`src/rtl/alu_pkg.sv`:
```
// Shared constants, instruction layout and decode helpers for the ALU issue stage.
// The ALU_ISSUE_FORWARD_EN macro (consumed by alu_issue) enables the writeback bypass.
package alu_pkg;
  localparam int XLEN = 32;
  localparam int NREG = 32;
  localparam int OPW  = 5;
  localparam int RW   = 5;
  localparam int IMMW = 11;

  localparam logic [OPW-1:0] OP_NOP = 5'b11111;

  localparam int OP_LSB   = 27;
  localparam int RD_LSB   = 22;
  localparam int RS1_LSB  = 17;
  localparam int RS2_LSB  = 12;
  localparam int UIMM_BIT = 11;
  localparam int IMM_LSB  = 0;

  typedef struct packed {
    logic [OPW-1:0]  opcode;
    logic [RW-1:0]   rd;
    logic [RW-1:0]   rs1;
    logic [RW-1:0]   rs2;
    logic            use_imm;
    logic [IMMW-1:0] imm;
  } instr_t;

  function automatic instr_t decode(input logic [31:0] w);
    instr_t d;
    d.opcode  = w[OP_LSB  +: OPW];
    d.rd      = w[RD_LSB  +: RW];
    d.rs1     = w[RS1_LSB +: RW];
    d.rs2     = w[RS2_LSB +: RW];
    d.use_imm = w[UIMM_BIT];
    d.imm     = w[IMM_LSB +: IMMW];
    return d;
  endfunction

  function automatic logic [XLEN-1:0] sext_imm(input logic [IMMW-1:0] imm);
    return {{(XLEN-IMMW){imm[IMMW-1]}}, imm};
  endfunction
endpackage

```
`src/rtl/alu_regfile.sv`:
```
// 32-entry register file: two combinational read ports, one clocked write port.
// r0 is never written and always reads zero.
module alu_regfile
  import alu_pkg::*;
(
  input  logic            clk,
  input  logic            rst,
  input  logic [RW-1:0]   ra0,
  input  logic [RW-1:0]   ra1,
  output logic [XLEN-1:0] rdata0,
  output logic [XLEN-1:0] rdata1,
  input  logic            we,
  input  logic [RW-1:0]   wa,
  input  logic [XLEN-1:0] wd
);
  logic [NREG-1:0][XLEN-1:0] mem_q, mem_d;

  always_comb begin
    mem_d = mem_q;
    if (we && wa != '0) mem_d[wa] = wd;
  end

  always_ff @(posedge clk or posedge rst) begin
    if (rst) mem_q <= '0;
    else     mem_q <= mem_d;
  end

  assign rdata0 = (ra0 == '0) ? '0 : mem_q[ra0];
  assign rdata1 = (ra1 == '0) ? '0 : mem_q[ra1];
endmodule

```
`src/rtl/alu_issue.sv`:
```
// Operand fetch / issue stage ahead of the ALU: one-entry buffer, busy scoreboard, writeback port.
// Define ALU_ISSUE_FORWARD_EN to bypass same-cycle writeback data into hazard check and operands.
module alu_issue
  import alu_pkg::*;
(
  input  logic            clk,
  input  logic            rst,
  input  logic            in_valid,
  output logic            in_ready,
  input  logic [31:0]     in_instr,
  output logic [OPW-1:0]  alu_opcode,
  output logic [XLEN-1:0] alu_a,
  output logic [XLEN-1:0] alu_b,
  output logic            alu_enable,
  output logic [RW-1:0]   alu_rd,
  input  logic            wb_en,
  input  logic [RW-1:0]   wb_rd,
  input  logic [XLEN-1:0] wb_data,
  output logic [15:0]     stall_cnt
);
  logic            buf_valid_q, buf_valid_d;
  instr_t          buf_q, buf_d;
  logic [NREG-1:0] busy_q, busy_d;
  logic [OPW-1:0]  alu_opcode_q, alu_opcode_d;
  logic [XLEN-1:0] alu_a_q, alu_a_d, alu_b_q, alu_b_d;
  logic            alu_enable_q, alu_enable_d;
  logic [RW-1:0]   alu_rd_q, alu_rd_d;
  logic [15:0]     stall_cnt_q, stall_cnt_d;

  logic [XLEN-1:0] r1, r2, op_a, op_b;
  logic            is_nop, hazard, issue_now, accept;
  logic            fwd1, fwd2, fwdd;

  alu_regfile u_rf (
    .clk    (clk),
    .rst    (rst),
    .ra0    (buf_q.rs1),
    .ra1    (buf_q.rs2),
    .rdata0 (r1),
    .rdata1 (r2),
    .we     (wb_en),
    .wa     (wb_rd),
    .wd     (wb_data)
  );

  always_comb begin
    fwd1 = 1'b0;
    fwd2 = 1'b0;
    fwdd = 1'b0;
`ifdef ALU_ISSUE_FORWARD_EN
    fwd1 = wb_en && wb_rd == buf_q.rs1 && buf_q.rs1 != '0;
    fwd2 = wb_en && wb_rd == buf_q.rs2 && buf_q.rs2 != '0;
    fwdd = wb_en && wb_rd == buf_q.rd  && buf_q.rd  != '0;
`endif
    is_nop    = buf_q.opcode == OP_NOP;
    // NOPs bypass the hazard check entirely so they never accumulate stall cycles
    hazard    = buf_valid_q && !is_nop &&
                ((busy_q[buf_q.rs1] && !fwd1) ||
                 (!buf_q.use_imm && busy_q[buf_q.rs2] && !fwd2) ||
                 (busy_q[buf_q.rd] && !fwdd));
    issue_now = buf_valid_q && !hazard && !is_nop;
    in_ready  = !buf_valid_q || issue_now;
    accept    = in_valid && in_ready;
    op_a      = fwd1 ? wb_data : r1;
    op_b      = buf_q.use_imm ? sext_imm(buf_q.imm) : (fwd2 ? wb_data : r2);
  end

  always_comb begin
    buf_d       = accept ? decode(in_instr) : buf_q;
    buf_valid_d = buf_valid_q;
    if (accept)                                buf_valid_d = 1'b1;
    else if (issue_now || (buf_valid_q && is_nop)) buf_valid_d = 1'b0;

    // clear first so a same-edge issue to the same rd leaves the bit set
    busy_d = busy_q;
    if (wb_en && wb_rd != '0)         busy_d[wb_rd]    = 1'b0;
    if (issue_now && buf_q.rd != '0)  busy_d[buf_q.rd] = 1'b1;

    alu_enable_d = issue_now;
    alu_opcode_d = issue_now ? buf_q.opcode : alu_opcode_q;
    alu_rd_d     = issue_now ? buf_q.rd     : alu_rd_q;
    alu_a_d      = issue_now ? op_a         : alu_a_q;
    alu_b_d      = issue_now ? op_b         : alu_b_q;

    stall_cnt_d = stall_cnt_q;
    if (hazard && stall_cnt_q != 16'hFFFF) stall_cnt_d = stall_cnt_q + 16'd1;
  end

  always_ff @(posedge clk or posedge rst) begin
    if (rst) begin
      buf_valid_q  <= 1'b0;
      buf_q        <= '0;
      busy_q       <= '0;
      alu_enable_q <= 1'b0;
      alu_opcode_q <= '0;
      alu_rd_q     <= '0;
      alu_a_q      <= '0;
      alu_b_q      <= '0;
      stall_cnt_q  <= '0;
    end else begin
      buf_valid_q  <= buf_valid_d;
      buf_q        <= buf_d;
      busy_q       <= busy_d;
      alu_enable_q <= alu_enable_d;
      alu_opcode_q <= alu_opcode_d;
      alu_rd_q     <= alu_rd_d;
      alu_a_q      <= alu_a_d;
      alu_b_q      <= alu_b_d;
      stall_cnt_q  <= stall_cnt_d;
    end
  end

  assign alu_enable = alu_enable_q;
  assign alu_opcode = alu_opcode_q;
  assign alu_rd     = alu_rd_q;
  assign alu_a      = alu_a_q;
  assign alu_b      = alu_b_q;
  assign stall_cnt  = stall_cnt_q;
endmodule

```
`config.mk`:
```
export PLATFORM = sky130hd
export DESIGN_NAME = alu_issue
export DESIGN_NICKNAME = d
export VERILOG_FILES = /design/src/rtl/alu_pkg.sv /design/src/rtl/alu_regfile.sv /design/src/rtl/alu_issue.sv
export SDC_FILE = /design/constraint.sdc
export NUM_CORES = 2
export LEC_CHECK = 0
export CAP_MARGIN = 15
export CORE_ASPECT_RATIO = 0.6
export CORE_MARGIN = 1
export CORE_UTILIZATION = 35
export DETAILED_ROUTE_END_ITERATION = 16
export SLEW_MARGIN = 30
export SYNTH_ARGS = -nofsm -noshare
export SYNTH_HDL_FRONTEND = slang
export SYNTH_SLANG_ARGS = --single-unit
```
`constraint.sdc`:
```
create_clock -name clk -period 41.5 [get_ports clk]
set_clock_uncertainty 0.05 [all_clocks]
set_input_delay 4.15 -clock clk [delete_from_list [all_inputs] [get_ports clk]]
set_output_delay 4.15 -clock clk [all_outputs]
set_load 0.005 [all_outputs]
```
# After elaboration in Yosys (flattened, before gate mapping)
# Index checks and enable logic that the tools add are counted.
dict set report totals {
  regBits 1180
  inputBits 73
  output_inout_bits 92
  wordCells 107
}
dict set report classes {
  n_addsub 1
  magnitude_cmp 6
  eq_ne 2
  n_mux 24
  bitwise_logic 3
  n_reduce_logical 25
}
# cell n
set ops {}
lappend ops {{$bwmux 1024} 1}
lappend ops {{$bmux 32 s5} 2}
lappend ops {{$mux 32} 8}
lappend ops {{$demux 32 s5} 1}
lappend ops {{$and 32x32->32} 1}
lappend ops {{$not 32->32} 1}
lappend ops {{$or 32x32->32} 1}
lappend ops {{$lt 5x6->1 const B} 4}
lappend ops {{$add 16x1->16 const B} 1}
lappend ops {{$ne 16x16->1 const B} 1}
lappend ops {{$bmux 1 s5} 3}
lappend ops {{$logic_and 1x1->1} 12}
lappend ops {{$demux 1 s5} 2}
lappend ops {{$ge 5x1->1 const B} 2}
lappend ops {{$logic_not 5->1} 2}
lappend ops {{$reduce_bool 5->1} 2}
lappend ops {{$mux 1} 7}
lappend ops {{$eq 5x5->1 const B} 1}
lappend ops {{$logic_not 1->1} 4}
lappend ops {{$logic_or 1x1->1} 4}
lappend ops {{$reduce_bool 2->1} 1}

# Depth between registers and ports, before layout
dict set report depth {
  depth_word 12
  depth_mapped 12
}

# Cells and area by module
# From an unflattened synthesis, not the netlist that was laid out.
dict set report unflattened {
  hier_cells 4496
  hier_area_um2 62612.6
}
# mod n_inst cells_per_inst area_each_um2 seq_area_each_um2
set by_module_without_submodules {}
lappend by_module_without_submodules {alu_regfile 1 3663 54320.8 25624.6}
lappend by_module_without_submodules {alu_issue 1 833 8291.7 3903.7}

# Worst setup path before layout
# Ideal clock, no wire load.
dict set report synth_timing {
  path_kind {reg-to-output}
  start {reg buf_q[13] (netlist name)}
  end {out in_ready}
  arrival_ps 2313
  t_required_ps 37300
  slack_ps 34987
  stages_incl_launch_ff 9
  path_cell_list {dfrtp_1 buf_4 mux4_2 a311oi_1 a221oi_4 nor4_4 buf_2 buf_4 nand2b_1}
}
dict set report synth_via {
  elab_chain_cells 10
}
# element line
set synth_lines {}
lappend synth_lines {{start, declared} alu_issue.sv:22} ;# instr_t buf_q, buf_d;
lappend synth_lines {{start signal, assigned} alu_issue.sv:102} ;# buf_q <= buf_d;
lappend synth_lines {{$bmux 1 s5} alu_issue.sv:59} ;# (!buf_q.use_imm && busy_q[buf_q.rs2] && !fwd2) ||
lappend synth_lines {{$mux 1 (implied by the code)} alu_issue.sv:59}
lappend synth_lines {{$logic_and 1x1->1} alu_issue.sv:59}
lappend synth_lines {{$logic_or 1x1->1} alu_issue.sv:58} ;# ((busy_q[buf_q.rs1] && !fwd1) ||
lappend synth_lines {{$logic_or 1x1->1} alu_issue.sv:59}
lappend synth_lines {{$logic_and 1x1->1} alu_issue.sv:57} ;# hazard = buf_valid_q && !is_nop &&
lappend synth_lines {{$logic_not 1->1} alu_issue.sv:61} ;# issue_now = buf_valid_q && !hazard && !is_nop;
lappend synth_lines {{$logic_and 1x1->1 (2 in series)} alu_issue.sv:61}
lappend synth_lines {{$logic_or 1x1->1} alu_issue.sv:62} ;# in_ready = !buf_valid_q || issue_now;
lappend synth_lines {{end, declared} alu_issue.sv:9} ;# output logic in_ready,
# Every way passes these cells. The select of a mux whose other input is x is not followed.

# Worst setup path in the final report
# Same ends and word-level chain as after synthesis.

==> results.py <==
metrics = {
    "worst_setup_path": {
        "cp_slowest_cell": "buf_4",
        "crit_family": "buffers and inverters",
        "worstPathRequired_ps": 37300,
        "cp_slowest_stage_delay_ps": 790,
        "r2r_cells": 7,
        "endpoint_kind": "output port",
        "timing.rr.start": "buf_q[13]$_DFFE_PP0P_",
        "r2r_slack_ps": 36220,
        "crit_start": "buf_q[13]$_DFFE_PP0P_",
        "worstPathBufferInverterCount": 2,
        "r2r-end": "alu_b[14]$_DFFE_PP0P_",
        "path_cells": "buf_4 > mux4_2 > mux2i_1 > o21a_1 > a221oi_4 > nor4_4 > nand2b_1 > clkdlybuf4s50_1",
        "worstSetupPathType": "reg -> out",
        "crit_end": "in_ready",
        "crit_fanout": 47,
        "cp.arrival_ps": 4470,
        "path_depth": 8,
        "crit_path_start_kind": "flop",
    },
    "cts": {
        "cts_setup_buffers": 0,
        "clk_latency_ps": 740,
        "cts-root-buf": "clkbuf_16",
        "cts_hold_buf": 0,
        "cts_buffers": 111,
        "clk_pin_slew_worst_paths_ps": 70,
        "ctsLongestPathBuffers": 3,
        "tritoncts": "done",
        "htreeDepth": 3,
        "cts.sinks": 1180,
        "cts_resized": 0,
    },
    "power": {
        "power.switching_mw": 1.77,
        "swShare_pct": 36.3,
        "clkPwrFrac_pct": 23.4,
        "internal_power_mw": 3.10,
        "sequentialPowerShare_pct": 34.8,
        "combPwrFrac_pct": 41.9,
        "power_density_nw_per_um2": 70.9,
        "max-vdd-ir-drop_uv": 52.6,
        "p_leak_nw": 28.8,
    },
    "logic_synthesis": {
        "synth_area_um2": 60900,
        "synth-edff-count": 0,
        "synth.area.top_cells": "dfrtp_1, mux2_2, mux4_2, mux2i_1, clkbuf_1",
        "synth_nets": 4123,
        "async_flop_share_pct": 100,
        "syn_avg_cell_area_um2": 15.0,
        "synthDistinctLibCells": 54,
        "ys_seq_area_share_pct": 48.5,
        "ys_warn_count": 0,
        "synth.ff_latch_count": 1180,
        "synth_cells": 4049,
        "synth_top_area_cell": "dfrtp_1",
        "synth_top_area_share_pct": 48.5,
        "synth_ff_type": "dfrtp_1",
    },
    "detailed_routing": {
        "antenna_left": 0,
        "vias_per_cell": 6.02,
        "drtIter0Drc": 3532,
        "wl_per_cell_um": 30.4,
        "detail_route.drc_violations": 0,
        "num_vias": 38100,
        "drt-pass1-iter-count": 7,
        "routed_wl_um": 192000,
    },
    "place": {
        "globalplace.congestion": 0.770,
        "portBuffers": 164,
        "hpwl_um": 105000,
        "place_area_um2": 64600,
    },
    "final_layout": {
        "area_growth_pct": 12.7,
        "drive_gt1_share_pct": 48.1,
        "fillers": 15700,
        "fin_area_um2": 68600,
        "fin_nets": 4026,
    },
    "sta": {
        "grt_setup_unrepaired": "no",
        "tightest_slew_ps": 1030,
        "finalSetupViolations": 0,
        "finalCriticalPeriod_ps": 8670,
        "max_freq_ghz": 0.115,
        "tns_ps": 0,
        "timing.final.max_slew_violations": 0,
        "slew_headroom_pct": 31.4,
        "hold_violations": 0,
        "hold_slack_ps": 345,
        "finalCritPeriodShare_pct": 20.9,
    },
    "floorplanning": {
        "dieArea_um2": 176000,
        "die_h_um": 325,
        "core_area_um2": 173000,
        "start_util_pct": 35.3,
        "ios": 165,
        "rows": 118,
        "die_w_um": 541,
    },
    "global_route": {
        "met3_usage_pct": 4.68,
        "antenna_found_initial": 12,
        "grt_overflow": 0,
        "grt_max_degree": 166,
        "grt_pass1_vias": 38600,
        "grt_usage_pct": 21.9,
        "grtUsageMet1_pct": 32.3,
        "met2_usage_pct": 32.9,
        "grt_pass1_wl_um": 284000,
        "busiest_layer": "met2",
    },
    "hold_path": {
        "min-delay-start": "u_rf.mem_q[13]$_DFFE_PP0P_",
        "hold_path.class": "reg -> reg",
    },
    "job": {
        "drv_cap": 0,
    },
    "run_status": {
        "status": "completed",
    },
}
sequential cells by signal, summed over array words and instances, names as in the netlist:
signal and flops:
alu_a 32, alu_b 32, alu_enable 1, alu_opcode 5, alu_rd 5, buf_q 32
buf_valid_q 1, busy_q 32, stall_cnt 16, u_rf.mem_q 1024
final cells by class:
cell class | count | area [µm²] | share of cell area [%]
Antenna cell | 4 | 10.0 | 0.0146
Clock buffer | 151 | 3170 | 4.62
Clock inverter | 52 | 802 | 1.17
Inverter | 15 | 63.8 | 0.0930
Multi-Input combinational cell | 2397 | 29800 | 43.4
Sequential cell | 1180 | 29600 | 43.1
Tap cell | 2280 | 2850 | 4.16
Timing Repair Buffer | 247 | 2360 | 3.44
how the worst min path moves through the flow:
stage                                            end  depth (start not counted)
final                     u_rf.mem_q[13]$_DFFE_PP0P_                          0
after global routing       u_rf.mem_q[5]$_DFFE_PP0P_                          0
after CTS                 u_rf.mem_q[13]$_DFFE_PP0P_                          0
after detailed placement  u_rf.mem_q[13]$_DFFE_PP0P_                          0
after global placement     u_rf.mem_q[8]$_DFFE_PP0P_                          0
after floorplan           u_rf.mem_q[13]$_DFFE_PP0P_                          1
layer usage:
layer  part of all wire (%)  wire (µm)
met3                    7.4      14200
met1                     46      87600
met2                     45      86000
met5                 0.0057         11
met4                    2.3       4500
cells by family after synthesis:
kind of cell               after synthesis  share of synthesized area (%)
xor gates and xnor gates                15                          0.216
buffers and inverters                  472                           3.17
DFF                                   1180                           48.5
muxes                                 1800                           42.2
and+or+nand+nor                        228                           1.92
AOI/OAI and AO/OA                      353                           3.97
adders and majority gates                1                         0.0205
power groups by stage:
stage	Combinational (mW)	Clock, mW	Sequential (mW)
2_1_floorplan	1.49	0	1.56
3_3_place_gp	2.02	0	1.69
3_5_place_dp	2.03	0	1.71
4_1_cts	2.04	1.16	1.69
5_1_grt	2.16	1.20	1.73
6_report	2.04	1.14	1.69
metrics by stage:
stage	util, %	power, mW	std cells	setup slack, ps
5_1_grt	39.8	5.09	6324	32520
6_report	39.8	4.87	6326	32830
3_3_place_gp	37.4	3.71	6112	31800
2_1_floorplan	-	3.06	4049	4060
4_1_cts	39.8	4.88	6319	32730
3_5_place_dp	37.5	3.74	6116	32060
synthesized netlist by cell type, types with 46 or more instances:
library cell  number
buf_2             86
nor2_1            70
mux2_2          1069
a21oi_1           54
o22ai_1           65
buf_1             60
dfrtp_1         1180
mux4_2           504
o21ai_0           59
clkbuf_1         298
nand2_1           46
mux2i_1          182
cell usage in the layout, fill, tap and decap left out, types with 14 or more instances in the layout:
cell type	n
a211oi_1	26
a21oi_1	54
a221oi_1	41
buf_12	15
buf_2	32
buf_4	62
bufinv_16	19
clkbuf_1	18
clkbuf_16	113
clkbuf_8	20
clkdlybuf4s50_1	132
clkinv_2	23
dfrtp_1	1169
inv_1	14
mux2_1	45
mux2_2	1069
mux2i_1	182
mux4_2	504
nand2_1	35
nand2b_1	25
nand3_1	15
nor2_1	55
o211ai_1	20
o21ai_0	59
o221ai_1	32
o22ai_1	65
worst reg2reg max path, stage by stage, from the launching register on:
cell and delay, ps:
dfrtp_4 770, buf_4 810, buf_12 690, buf_4 890, mux4_2 610, mux4_2 530, a221oi_1 600, a21oi_1 160
Power figures use the tool's default switching activity.
